**src/rtl/dmem_arbiter_pkg.sv**
```systemverilog
// Shared types and defaults for the LSU dmem arbiter.
// Holds the FSM state encoding, the latched request layout and the
// default starvation limit.
package dmem_arbiter_pkg;

    localparam int STARVE_LIMIT_DEF = 4;

    typedef logic [1:0] dmem_arb_state_t;

    localparam logic [1:0] IDLE    = 2'd0;
    localparam logic [1:0] BUSY_LD = 2'd1;
    localparam logic [1:0] BUSY_ST = 2'd2;

    typedef struct packed {
        logic [31:0] addr;
        logic [3:0]  mask;
        logic [31:0] wdata;
        logic        is_store;
    } dmem_req_t;

endpackage

```
**src/rtl/dmem_arbiter.sv**
```systemverilog
// dmem_arbiter: shares the single dmem port between the load path and the
// committed-store drain path. One outstanding transaction; the winning
// request is latched and held on dmem until dmem_resp.
// Optional macro DMEM_ARBITER_PERF_EN adds 32-bit wrapping perf counters.
//
//  state   | meaning
//  --------+------------------------------------------------------------
//  IDLE    | no transaction; at most one request accepted this cycle
//  BUSY_LD | latched load on dmem, waiting for dmem_resp
//  BUSY_ST | latched store on dmem, waiting for dmem_resp
module dmem_arbiter
    import dmem_arbiter_pkg::*;
#(
    parameter int STARVE_LIMIT = STARVE_LIMIT_DEF
) (
    input  logic        clk,
    input  logic        rst,
    input  logic        flush,
    input  logic        ld_req_valid,
    output logic        ld_req_ready,
    input  logic [31:0] ld_req_addr,
    input  logic [3:0]  ld_req_mask,
    output logic        ld_resp_valid,
    output logic [31:0] ld_resp_rdata,
    input  logic        st_req_valid,
    output logic        st_req_ready,
    input  logic [31:0] st_req_addr,
    input  logic [3:0]  st_req_mask,
    input  logic [31:0] st_req_wdata,
    output logic        st_resp_valid,
    output logic [31:0] dmem_addr,
    output logic [3:0]  dmem_rmask,
    output logic [3:0]  dmem_wmask,
    output logic [31:0] dmem_wdata,
    input  logic [31:0] dmem_rdata,
    input  logic        dmem_resp
`ifdef DMEM_ARBITER_PERF_EN
    ,
    output logic [31:0] perf_ld_grants,
    output logic [31:0] perf_st_grants,
    output logic [31:0] perf_starve_forced,
    output logic [31:0] perf_busy_cycles
`endif
);

    localparam int STARVE_W = $clog2(STARVE_LIMIT + 1);
    localparam logic [STARVE_W-1:0] STARVE_MAX = STARVE_W'(STARVE_LIMIT);

    dmem_arb_state_t       state;
    dmem_arb_state_t       state_nxt;
    logic [STARVE_W-1:0]   starve_cnt;
    logic                  kill;
    dmem_req_t             req_q;

    logic                  idle;
    logic                  ld_cand;
    logic                  starved;
    logic                  ld_grant;
    logic                  st_grant;
    logic                  busy_ld;
    logic                  busy_st;

    // dmem is word addressed; the byte offset is carried by the mask
    logic unused_addr_lsb;
    assign unused_addr_lsb = ^{ld_req_addr[1:0], st_req_addr[1:0]};

    // Outputs are gated by rst so nothing is asserted during the reset cycle,
    // even when the registers still hold a BUSY state.
    assign idle    = rst && (state == IDLE);
    assign busy_ld = rst && (state == BUSY_LD) && !req_q.is_store;
    assign busy_st = rst && (state == BUSY_ST) && req_q.is_store;

    // A flushed load cannot be granted, so it must not hold the store off either.
    assign ld_cand  = ld_req_valid && !flush;
    assign starved  = (starve_cnt == STARVE_MAX);
    assign st_grant = idle && st_req_valid && !(ld_cand && starved);
    assign ld_grant = idle && ld_cand && (!st_req_valid || starved);

    assign ld_req_ready  = ld_grant;
    assign st_req_ready  = st_grant;

    assign dmem_addr     = req_q.addr;
    assign dmem_wdata    = req_q.wdata;
    assign dmem_rmask    = (busy_ld && !dmem_resp) ? req_q.mask : 4'b0000;
    assign dmem_wmask    = (busy_st && !dmem_resp) ? req_q.mask : 4'b0000;

    assign ld_resp_rdata = dmem_rdata;
    assign ld_resp_valid = busy_ld && dmem_resp && !kill && !flush;
    assign st_resp_valid = busy_st && dmem_resp;

    // Next-state selection
    always_comb begin
        state_nxt = state;
        case (state)
            IDLE: begin
                if (ld_grant)      state_nxt = BUSY_LD;
                else if (st_grant) state_nxt = BUSY_ST;
            end
            BUSY_LD, BUSY_ST: begin
                if (dmem_resp) state_nxt = IDLE;
            end
            default: state_nxt = IDLE;
        endcase
    end

    // State, request latch, load-kill flag and starvation counter
    always_ff @(posedge clk) begin
        if (!rst) begin
            state      <= IDLE;
            starve_cnt <= '0;
            kill       <= 1'b0;
            req_q      <= '0;
        end else begin
            state <= state_nxt;

            if (ld_grant) begin
                req_q.addr     <= {ld_req_addr[31:2], 2'b00};
                req_q.mask     <= ld_req_mask;
                req_q.wdata    <= '0;
                req_q.is_store <= 1'b0;
            end else if (st_grant) begin
                req_q.addr     <= {st_req_addr[31:2], 2'b00};
                req_q.mask     <= st_req_mask;
                req_q.wdata    <= st_req_wdata;
                req_q.is_store <= 1'b1;
            end

            if (state_nxt == IDLE)
                kill <= 1'b0;
            else if ((state == BUSY_LD) && flush)
                kill <= 1'b1;

            if (ld_grant || !ld_req_valid)
                starve_cnt <= '0;
            else if (st_grant && !starved)
                starve_cnt <= starve_cnt + STARVE_W'(1);
        end
    end

`ifdef DMEM_ARBITER_PERF_EN
    // Wrapping event counters for grants, forced loads and busy cycles
    always_ff @(posedge clk) begin
        if (!rst) begin
            perf_ld_grants     <= '0;
            perf_st_grants     <= '0;
            perf_starve_forced <= '0;
            perf_busy_cycles   <= '0;
        end else begin
            if (ld_grant)                 perf_ld_grants     <= perf_ld_grants + 32'd1;
            if (st_grant)                 perf_st_grants     <= perf_st_grants + 32'd1;
            if (ld_grant && st_req_valid) perf_starve_forced <= perf_starve_forced + 32'd1;
            if (state != IDLE)            perf_busy_cycles   <= perf_busy_cycles + 32'd1;
        end
    end
`endif

endmodule

```
**config.mk**
```make
export PLATFORM = sky130hd
export DESIGN_NAME = dmem_arbiter
export DESIGN_NICKNAME = d
export VERILOG_FILES = /design/src/rtl/dmem_arbiter_pkg.sv /design/src/rtl/dmem_arbiter.sv
export SDC_FILE = /design/constraint.sdc
export NUM_CORES = 1
export LEC_CHECK = 0
export BUFFER_PORTS_ARGS = -buffer_cell sky130_fd_sc_hd__clkbuf_2
export CAP_MARGIN = 25
export CORE_MARGIN = 1
export CORE_UTILIZATION = 43
export DETAILED_ROUTE_END_ITERATION = 8
export PLACE_DENSITY = 0.82
export SYNTH_ARGS = -nofsm -noshare
export SYNTH_HDL_FRONTEND = slang
export SYNTH_SLANG_ARGS = --single-unit
```
**constraint.sdc**
```tcl
create_clock -name clk -period 2.55 [get_ports clk]
set_clock_uncertainty 0.15 [all_clocks]
set_input_delay 0.3825 -clock clk [delete_from_list [all_inputs] [get_ports clk]]
set_output_delay 0.3825 -clock clk [all_outputs]
set_load 0.01 [all_outputs]
```
==> impl_summary.log, run 1 <==
INFO  metric cpMaxStageDelayCell = sky130_fd_sc_hd__dfxtp_1
INFO  metric htreeDepth = 3
INFO  metric critPathMaxStageDelay = between 0.3 and 0.4 ns
INFO  metric postRouteWirelength = 8.39 mm
INFO  metric grt_start_max_net_pins = 38
INFO  metric synth_flop_cell = sky130_fd_sc_hd__dfxtp_1
INFO  metric area_delta_synth_final = 13.2%
INFO  metric critical_path.max_fanout = 30
INFO  metric cts_setup_buffers = 0
INFO  metric place.port_buffers = ~180
INFO  metric clk_pin_slew_worst_paths = approximately 0.08 ns
INFO  metric post-route-cell-area = 4300 sq um
INFO  metric cts_tree = done
INFO  metric clock_latency = around 0.33 ns
INFO  metric syn_area_per_cell = 9.03 sq um
INFO  metric setup.worst_path.start_class = register
INFO  metric routed-via-count = 3,087
INFO  metric first_global_vias = roughly 2,800
INFO  metric dpl-instance-area = 4000 sq um
INFO  metric gr-usage-met2 = between 30 and 40%
INFO  metric route.antenna.remaining_nets = 0
INFO  metric min_period = 2.41 ns
INFO  metric max_cap_viol_count = 0
INFO  metric reg2reg_slack = between 0.4 and 0.5 ns
INFO  metric synth-seq-area-share = approximately two fifths
INFO  metric floorplan.io_pins = 250
INFO  metric worst_setup_path_type = register to primary output
INFO  metric grt_util_all_layers = 17.7%
INFO  metric synthArstFlopShare = 0%
INFO  metric die-width = about 96 microns
INFO  metric ys_warn_count = 0
INFO  metric num-fill-cells = a little under 800
INFO  metric r2r-end = kill
INFO  metric root_buffer = sky130_fd_sc_hd__clkbuf_8
INFO  metric total_leakage_power = between 2 and 2.5 nW
INFO  metric start_util = 45.4%
INFO  metric syn-instance-count = about 420
INFO  metric layout.nets = roughly 650
INFO  metric cp_data_arrival_time = ~1.9 ns
INFO  metric die-area = approximately 9200 sq um
INFO  metric cpLargestDelayFamily = buffers and inverters
INFO  metric use_met3 = 5.77%
INFO  metric drt-initial-drc-count = 90
INFO  metric setup_viol = 0
INFO  metric worst_hold_path_type = primary input to register
INFO  metric area_of_the_mapped_netlist = 3800 sq um
INFO  metric fmaxAchievable = slightly above 400 MHz
INFO  metric worstPathRequired = 2.02 ns
INFO  metric number_of_clock_buffers_inserted_by_tritoncts = 9
INFO  metric post_route_cells_drive_above_1_share = between 40% and 50%
INFO  metric timing.max_slew.rel_slack = a little over half
INFO  metric peakVddDrop = 0.356 mV
INFO  metric grt_pass1_wl = ~12 mm
INFO  metric placement_rows = 33
INFO  metric layout.cells.most_common = sky130_fd_sc_hd__clkbuf_2
INFO  metric drc = 0
INFO  metric synth.distinct_cells = 38
INFO  metric fin_crit_sh = a little over nine tenths
INFO  metric clock_sinks = 73
INFO  metric outcome = completed
INFO  metric initial_antenna_violation_count = 0
INFO  metric timing.critical_path.depth = 7
INFO  metric wl_per_cell = between 10 and 15 microns
INFO  metric rsz0062_at_grt = no
INFO  metric startpoint = state[0]
INFO  metric power_density = between 700 and 800 nW/um^2
INFO  metric holdBufCountCts = 0
INFO  metric cell_breakdown_of_the_critical_path = inv_1 -> ha_2 -> and3_4 -> o21ai_4 -> inv_2 -> buf_6 -> clkbuf_2
INFO  metric reg2regPathDepth = 8
INFO  metric global_route.peak_usage_layer = met2
INFO  metric drt_pass1_iterations = 4
INFO  metric gp_congestion = around 0.78
INFO  metric core_area = between 8000 and 9000 sq um
INFO  metric postSynthRegisterBits = between 70 and 80
INFO  metric crit_buf_inv = 4
INFO  metric grt_overflow_total = 0
INFO  metric avgViaCountPerCell = between 5 and 6
INFO  metric fin_setup_tns = 0 ns
INFO  metric worstSetupEndpoint = st_req_ready
INFO  metric clockBufferDepth = 2
INFO  metric hold_viol = 0
INFO  metric die_boundary_height = between 90 and 100 microns
INFO  metric timing.rr.start = state[0]
INFO  metric layout_common_cells = sky130_fd_sc_hd__clkbuf_2, sky130_fd_sc_hd__dfxtp_1, sky130_fd_sc_hd__nand2_1, sky130_fd_sc_hd__a22o_1, sky130_fd_sc_hd__a21oi_1
INFO  metric timing.final.max_slew_violations = 0
INFO  metric met1_usage = about a fifth
INFO  metric synth-edff-count = 0
INFO  metric place.detailed.hpwl = approximately 6 mm
INFO  metric tightest_slew = 0.704 ns
INFO  metric antenna_cells = 0
INFO  metric worst_setup_path_end_kind = primary output
[sequential cells by signal (all words and copies together), names as in the netlist]
signal,cells
kill,1
state,2
starve_cnt,3
req_q,5
dmem_addr,30
dmem_wdata,32
[per-layer routing]
layer,vias to the layer above,part of all wire [%]
li1,1498,-
met2,146,51
met1,1433,41
met4,0,1.4
met5,-,0
met3,10,6.7
[logic make-up (layout without fill, tap and decap cells)]
group / Yosys count / count (layout) / synth area share [%]
flip-flops: 73 / 73 / 38.4
adder cells (fa/ha/maj): 6 / 6 / 1.97
other: 1 / 2 / 0.0986
AO/OA/AOI/OAI: 112 / 112 / 23.0
buffers and inverters: 128 / 208 / 24.0
AND/OR/NAND/NOR: 99 / 99 / 12.1
XOR/XNOR: 2 / 2 / 0.461
[synth_stat cells (2+ instances only)]
cell / instances / area [sq um]
sky130_fd_sc_hd__nor2_1: 7 / 26.3
sky130_fd_sc_hd__a22o_1: 68 / 596
sky130_fd_sc_hd__nand3_1: 2 / 10.0
sky130_fd_sc_hd__buf_4: 98 / 736
sky130_fd_sc_hd__dfxtp_1: 73 / 1460
sky130_fd_sc_hd__clkbuf_1: 6 / 22.5
sky130_fd_sc_hd__ha_1: 6 / 75.1
sky130_fd_sc_hd__buf_6: 7 / 78.8
sky130_fd_sc_hd__and2_1: 8 / 50.1
sky130_fd_sc_hd__inv_1: 6 / 22.5
sky130_fd_sc_hd__nand2_1: 69 / 259
sky130_fd_sc_hd__buf_2: 10 / 50.1
sky130_fd_sc_hd__a21oi_1: 35 / 175
sky130_fd_sc_hd__nand2b_1: 2 / 12.5
[per-stage QoR]
step           setup slack [ns]  power [mW]  hold slack (ns)  util (%)  instances
2_1_floorplan             0.757        1.79            0.287         -        422
3_3_place_gp              0.290        1.82            0.291      47.7        591
3_5_place_dp              0.138        1.83            0.298      47.7        591
4_1_cts               0.0000329        3.05           0.0909      50.9        606
6_report                  0.140        3.02            0.112      51.4        607
5_1_grt                0.000482        3.16           0.0845      51.4        607
[final cells by class]
cell class | count | area, sq um | share of cell area, %
clock buffers | 10 | 138 | 3.20
clock inverters | 5 | 128 | 2.97
inverters | 7 | 26.3 | 0.610
multi-input cells | 221 | 1440 | 33.5
flip-flops and latches | 73 | 1460 | 34.0
well taps | 105 | 131 | 3.05
repair buffers | 186 | 976 | 22.7
[worst min path at each step]
stage                    start             end  slack, ns  cells past startpoint
2_1_floorplan    dmem_wdata[0]   dmem_wdata[0]       0.29                      2
3_3_place_gp    dmem_wdata[26]  dmem_wdata[26]       0.29                      2
3_5_place_dp     dmem_wdata[4]   dmem_wdata[4]       0.30                      2
4_1_cts        st_req_addr[16]   dmem_addr[16]       0.09                      2
5_1_grt        st_req_addr[25]   dmem_addr[25]       0.08                      2
6_report       st_req_addr[15]   dmem_addr[15]       0.11                      2
[power by group]
part           switching [mW]  leakage (nW)  total, mW  internal [mW]
combinational           0.272          1.35      0.531          0.259
sequential             0.0561         0.598       1.29           1.23
clock                   0.428         0.129       1.20          0.771
[timing repair]
action,CTS,global route
gates resized for setup,0,3
endpoints found under the hold margin,0,0
endpoints found under the setup margin,0,2
Power figures use the tool's default switching activity.
==> run 2: changes to the inputs <==
--- a/config.mk
+++ b/config.mk
@@ -6,11 +6,12 @@
 export NUM_CORES = 1
 export LEC_CHECK = 0
 export BUFFER_PORTS_ARGS = -buffer_cell sky130_fd_sc_hd__clkbuf_2
-export CAP_MARGIN = 25
 export CORE_MARGIN = 1
 export CORE_UTILIZATION = 43
+export CTS_CLUSTER_DIAMETER = 60
 export DETAILED_ROUTE_END_ITERATION = 8
 export PLACE_DENSITY = 0.82
+export REMOVE_ABC_BUFFERS = 1
 export SYNTH_ARGS = -nofsm -noshare
 export SYNTH_HDL_FRONTEND = slang
 export SYNTH_SLANG_ARGS = --single-unit
==> run 2 against run 1 <==
  * Combinational power is 0.9% lower
  * Flip-flop and latch count is the same
  * Highest routed layer unchanged
  * Final area is 0.84% lower
  * Critical endpoint is now ld_req_ready
==> impl_summary.log, run 2 (same netlist as run 1, synthesis figures left out) <==
INFO  metric num-fill-cells = 785
INFO  metric layout.cells.most_common = sky130_fd_sc_hd__clkbuf_2
INFO  metric fin_setup_tns = 0 ns
INFO  metric area_delta_synth_final = 12.2%
INFO  metric largest_register_ffs = 32
INFO  metric place.detailed.hpwl = just over 7 mm
INFO  metric route.antenna.remaining_nets = 0
INFO  metric avgViaCountPerCell = between 5 and 6
INFO  metric hold_viol = 0
INFO  metric worstPathRequired = 2.02 ns
INFO  metric htreeDepth = 3
INFO  metric placement_rows = 33
INFO  metric number_of_clock_buffers_inserted_by_tritoncts = 9
INFO  metric timing.max_slew.rel_slack = 56.8%
INFO  metric drt_pass1_iterations = 4
INFO  metric worst_setup_path_end_kind = primary output
INFO  metric grt_overflow_total = 0
INFO  metric layout.nets = around 650
INFO  metric postRouteWirelength = about 9.5 mm
INFO  metric cp_data_arrival_time = about 1.9 ns
INFO  metric max_cap_viol_count = 0
INFO  metric reg2reg_slack = ~0.41 ns
INFO  metric clock_latency = 0.34 ns
INFO  metric hold_path_depth = 2
INFO  metric core_area = around 8400 sq um
INFO  metric p_comb_share = roughly 18%
INFO  metric wl_per_cell = between 15 and 20 microns
INFO  metric power_density = between 600 and 700 nW/um^2
INFO  metric drt-initial-drc-count = 109
INFO  metric min_period = ~2.4 ns
INFO  metric worst_setup_path_type = register to primary output
INFO  metric die-width = between 90 and 100 microns
INFO  metric clk_pin_slew_worst_paths = 0.08 ns
INFO  metric die-area = 9230 sq um
INFO  metric layout_common_cells = sky130_fd_sc_hd__clkbuf_2, sky130_fd_sc_hd__dfxtp_1, sky130_fd_sc_hd__nand2_1, sky130_fd_sc_hd__a22o_1, sky130_fd_sc_hd__a21oi_1
INFO  metric drc = 0
INFO  metric rsz0062_at_grt = no
INFO  metric hold_start = st_req_addr[19]
INFO  metric power.share.clock = 37.7%
INFO  metric power_frac_seq = roughly 44%
INFO  metric start_util = 45.4%
INFO  metric timing.final.max_slew_violations = 0
INFO  metric setup_viol = 0
INFO  metric fmaxAchievable = 414 MHz
INFO  metric reg2regPathDepth = 7
INFO  metric peakVddDrop = between 0.2 and 0.3 mV
INFO  metric first_global_vias = about 2,800
INFO  metric fin_crit_sh = a little over nine tenths
INFO  metric holdBufCountCts = 0
INFO  metric pre_cts_ws = around 0.19 ns
INFO  metric antenna_cells = 0
INFO  metric critical_path.max_fanout = 36
INFO  metric net_switching = approximately 760 uW
INFO  metric internal_power_contribution = between 2 and 2.5 mW
INFO  metric grt_util_all_layers = a little over 20%
INFO  metric final_worst_path_setup_slack = roughly 0.14 ns
INFO  metric timing.rr.start = state[0]
INFO  metric clockBufferDepth = 2
INFO  metric dpl-instance-area = roughly 4000 sq um
INFO  metric clock_sinks = 73
INFO  metric die_boundary_height = between 90 and 100 microns
INFO  metric cts_resized = 0
INFO  metric swShare = between 20% and 30%
INFO  metric cts_tree = done
INFO  metric worst_hold_path_type = primary input to register
INFO  metric worstHoldEndpoint = dmem_addr[19]
INFO  metric place.port_buffers = 179
INFO  metric gp_congestion = roughly 0.8
INFO  metric initial_antenna_violation_count = 0
INFO  metric grt_start_max_net_pins = 37
INFO  metric post-route-cell-area = approximately 4300 sq um
INFO  metric total_leakage_power = between 2 and 2.5 nW
INFO  metric root_buffer = sky130_fd_sc_hd__clkbuf_8
INFO  metric floorplan.io_pins = 250
INFO  metric tightest_slew = about 0.64 ns
INFO  metric cts_setup_buffers = 0
INFO  metric r2r-end = kill
INFO  metric post_route_cells_drive_above_1_share = between 40% and 50%
INFO  metric routed-via-count = around 3,100
INFO  metric p_total = around 2.9 mW
INFO  metric outcome = completed
INFO  metric setup.worst_path.start_class = register
INFO  metric grt_pass1_wl = 13.8 mm
## run 2: worst max path at each step
stage               endpoint  cells after the start           from  slack [ns]
2_1_floorplan           kill                      7  starve_cnt[0]        0.14
3_3_place_gp   dmem_addr[13]                      6       state[0]        0.32
3_5_place_dp    dmem_addr[4]                      6       state[0]        0.19
4_1_cts         ld_req_ready                      6       state[0]        0.04
5_1_grt         ld_req_ready                      6       state[0]       0.002
6_report        ld_req_ready                      6       state[0]        0.14
## run 2: per-stage QoR
stage	utilization, %	hold slack [ns]	std cells
6_report	50.9	0.100	609
3_3_place_gp	47.9	0.291	593
5_1_grt	50.9	0.0886	609
2_1_floorplan	-	0.303	301
3_5_place_dp	47.9	0.297	593
4_1_cts	50.8	0.0836	609
## run 2: metal layers
| layer | routed length, microns | track usage [%] | vias up |
|---|---|---|---|
| li1 | - | - | 1501 |
| met1 | 4110 | 24.2 | 1428 |
| met2 | 4170 | 30.8 | 190 |
| met3 | 1130 | 9.95 | 12 |
| met4 | 123 | 8.83 | 0 |
| met5 | 0 | 2.98 | - |
## run 2: worst max-delay path, cell delays in order, from the launching register on
cell	delay, ns
sky130_fd_sc_hd__dfxtp_1	0.36
sky130_fd_sc_hd__inv_1	0.12
sky130_fd_sc_hd__ha_1	0.28
sky130_fd_sc_hd__nand2_2	0.11
sky130_fd_sc_hd__nor3_4	0.17
sky130_fd_sc_hd__buf_6	0.28
sky130_fd_sc_hd__clkbuf_2	0.19
## run 2: layout make-up
cell class,count,area [sq um],share of cell area (%)
well taps,105,131,3.08
repair buffers,187,960,22.5
inverters,7,28.8,0.674
clock inverters,5,103,2.40
multi-input cells,221,1440,33.8
flip-flops and latches,73,1460,34.2
clock buffers,11,141,3.31
## run 2: power groups by stage
stage	registers, mW	clock network [mW]	logic (mW)
after floorplan	1.34	0	0.243
after global placement	1.31	0	0.510
after detailed placement	1.31	0	0.528
after CTS	1.29	1.13	0.530
after global routing	1.30	1.18	0.583
final	1.29	1.10	0.526
==> run 3: changes to the inputs <==
--- a/config.mk
+++ b/config.mk
@@ -11,7 +11,9 @@
 export CTS_CLUSTER_DIAMETER = 60
 export DETAILED_ROUTE_END_ITERATION = 8
 export PLACE_DENSITY = 0.82
+export RECOVER_POWER = 100
 export REMOVE_ABC_BUFFERS = 1
+export SETUP_SLACK_MARGIN = 0.4
 export SYNTH_ARGS = -nofsm -noshare
 export SYNTH_HDL_FRONTEND = slang
 export SYNTH_SLANG_ARGS = --single-unit
==> run 3 against run 2 <==
  * Clock power about the same
  * Wire length up 5.7%
  * Setup slack better by 0.15 ns
  * Clock-buffer cell count unchanged
  * Flip-flop and latch count unchanged
  * Via count up 1.4%
==> impl_summary.log, run 3 (same netlist as run 1, synthesis figures left out) <==
INFO  metric outcome = completed
INFO  metric r2r-end = dmem_addr[4]
INFO  metric htreeDepth = 3
INFO  metric cp_data_arrival_time = 1.73 ns
INFO  metric area_delta_synth_final = 12.3%
INFO  metric grt_overflow_total = 0
INFO  metric drt-initial-drc-count = between 100 and 150
INFO  metric reg2regPathDepth = 8
INFO  metric die_boundary_height = ~96 microns
INFO  metric die-area = a little over 9000 sq um
INFO  metric root_buffer = sky130_fd_sc_hd__clkbuf_8
INFO  metric tightest_slew = roughly 0.67 ns
INFO  metric startpoint = state[0]
INFO  metric total_leakage_power = around 1.9 nW
INFO  metric worst_setup_path_end_kind = primary output
INFO  metric gp_congestion = 0.795
INFO  metric grt_start_max_net_pins = 37
INFO  metric start_util = 45.4%
INFO  metric min_period = between 2 and 2.5 ns
INFO  metric fin_crit_sh = roughly nine tenths
INFO  metric placement_rows = 33
INFO  metric grt_util_all_layers = a little over 20%
INFO  metric rsz0062_at_grt = yes
INFO  metric worst_setup_path_type = register to primary output
INFO  metric reg2reg_slack = 0.31 ns
INFO  metric routed-via-count = between 3,000 and 4,000
INFO  metric clock_latency = 0.34 ns
INFO  metric power_density = 682 nW/um^2
INFO  metric avgViaCountPerCell = around 5.2
INFO  metric number_of_clock_buffers_inserted_by_tritoncts = 9
INFO  metric post-route-util = approximately half
INFO  metric timing.rr.start = state[0]
INFO  metric timing.max_slew.rel_slack = a little under three fifths
INFO  metric final_worst_path_setup_slack = approximately 0.29 ns
INFO  metric grt_pass1_wl = between 10 and 15 mm
INFO  metric clk_pin_slew_worst_paths = around 0.080 ns
INFO  metric postRouteWirelength = 10.1 mm
INFO  metric drt_pass1_iterations = 4
INFO  metric place.detailed.hpwl = between 7 and 8 mm
INFO  metric fin_setup_tns = 0 ns
INFO  metric layout.nets = 654
INFO  metric post-route-cell-area = around 4300 sq um
INFO  metric placed_cells_incl_taps = just under 600
INFO  metric worstSetupEndpoint = ld_req_ready
INFO  metric setup.worst_path.start_class = register
INFO  metric worst_hold_slack = roughly 0.1 ns
INFO  metric floorplan.io_pins = 250
INFO  metric route.antenna.remaining_nets = 0
INFO  metric setup_viol = 0
INFO  metric die-width = ~96 microns
INFO  metric antenna_cells = 0
INFO  metric first_global_vias = approximately 2,800
INFO  metric cts_tree = done
INFO  metric worst_hold_path_type = primary input to register
INFO  metric hold_viol = 0
INFO  metric initial_antenna_violation_count = 0
INFO  metric pre_cts_ws = between 0.15 and 0.2 ns
INFO  metric fmaxAchievable = 443 MHz
INFO  metric clock_sinks = 73
INFO  metric timing.final.max_slew_violations = 0
INFO  metric drc = 0
INFO  metric core_area = 8380 sq um
INFO  metric peakVddDrop = between 0.2 and 0.3 mV
INFO  metric post_route_cells_drive_above_1_share = 31.3%
INFO  metric p_total = just under 3 mW
INFO  metric stdcell_count = between 600 and 700
INFO  metric layout.cells.most_common = sky130_fd_sc_hd__clkbuf_2
INFO  metric dpl-instance-area = 4020 sq um
INFO  metric worstPathRequired = around 2.0 ns
INFO  metric wl_per_cell = between 15 and 20 microns
INFO  metric largest_register_ffs = 32
INFO  metric clockBufferDepth = 2
INFO  metric place.port_buffers = around 180
INFO  metric layout_common_cells = sky130_fd_sc_hd__clkbuf_2, sky130_fd_sc_hd__dfxtp_1, sky130_fd_sc_hd__nand2_1, sky130_fd_sc_hd__a22o_1, sky130_fd_sc_hd__clkbuf_1
INFO  metric max_cap_viol_count = 0
INFO  metric critical_path.max_fanout = 10
run 3: routing by layer:
layer	part of all wire (%)	vias to the layer above	track usage, %	routed length, microns
li1	-	1513	-	-
met1	42	1445	24.5	4230
met2	43	204	31.6	4370
met3	13	14	9.95	1290
met4	1.8	0	8.96	180
met5	0	-	2.98	0
run 3: timing repair:
action | CTS | global route
setup buffers | 2 | 4
gates resized for setup | 7 | 12
pin swaps | 0 | 2
endpoints found under the setup margin | 42 | 16
hold buffers | 0 | 0
cloned | 0 | 1
run 3: worst min path at each step:
stage	from	slack [ns]	cells after the start	to
after floorplan	starve_cnt[1]	0.30	2	starve_cnt[1]
after global placement	dmem_wdata[3]	0.29	2	dmem_wdata[3]
after detailed placement	dmem_wdata[19]	0.30	2	dmem_wdata[19]
after CTS	st_req_addr[19]	0.08	2	dmem_addr[19]
after global routing	st_req_wdata[14]	0.09	3	dmem_wdata[14]
final	st_req_addr[19]	0.10	2	dmem_addr[19]
run 3: layout make-up:
cell class / count / area, sq um
Clock buffer: 11 / 141
Clock inverter: 5 / 103
Fill cell: 815 / 4110
Inverter: 7 / 31.3
Multi-Input combinational cell: 221 / 1450
Sequential cell: 73 / 1460
Tap cell: 105 / 131
Timing Repair Buffer: 194 / 955
run 3: power breakdown:
part	total [mW]	internal (mW)	switching (mW)
clock network	1.10	0.676	0.426
registers	1.29	1.23	0.0561
logic	0.522	0.240	0.282
run 3: worst max-delay path: stages, from the launching register on:
cell and delay [ns]:
sky130_fd_sc_hd__dfxtp_1 0.36, sky130_fd_sc_hd__inv_1 0.12, sky130_fd_sc_hd__ha_1 0.27, sky130_fd_sc_hd__nand2_1 0.14, sky130_fd_sc_hd__nor3_4 0.20, sky130_fd_sc_hd__buf_12 0.17
sky130_fd_sc_hd__clkbuf_2 0.13
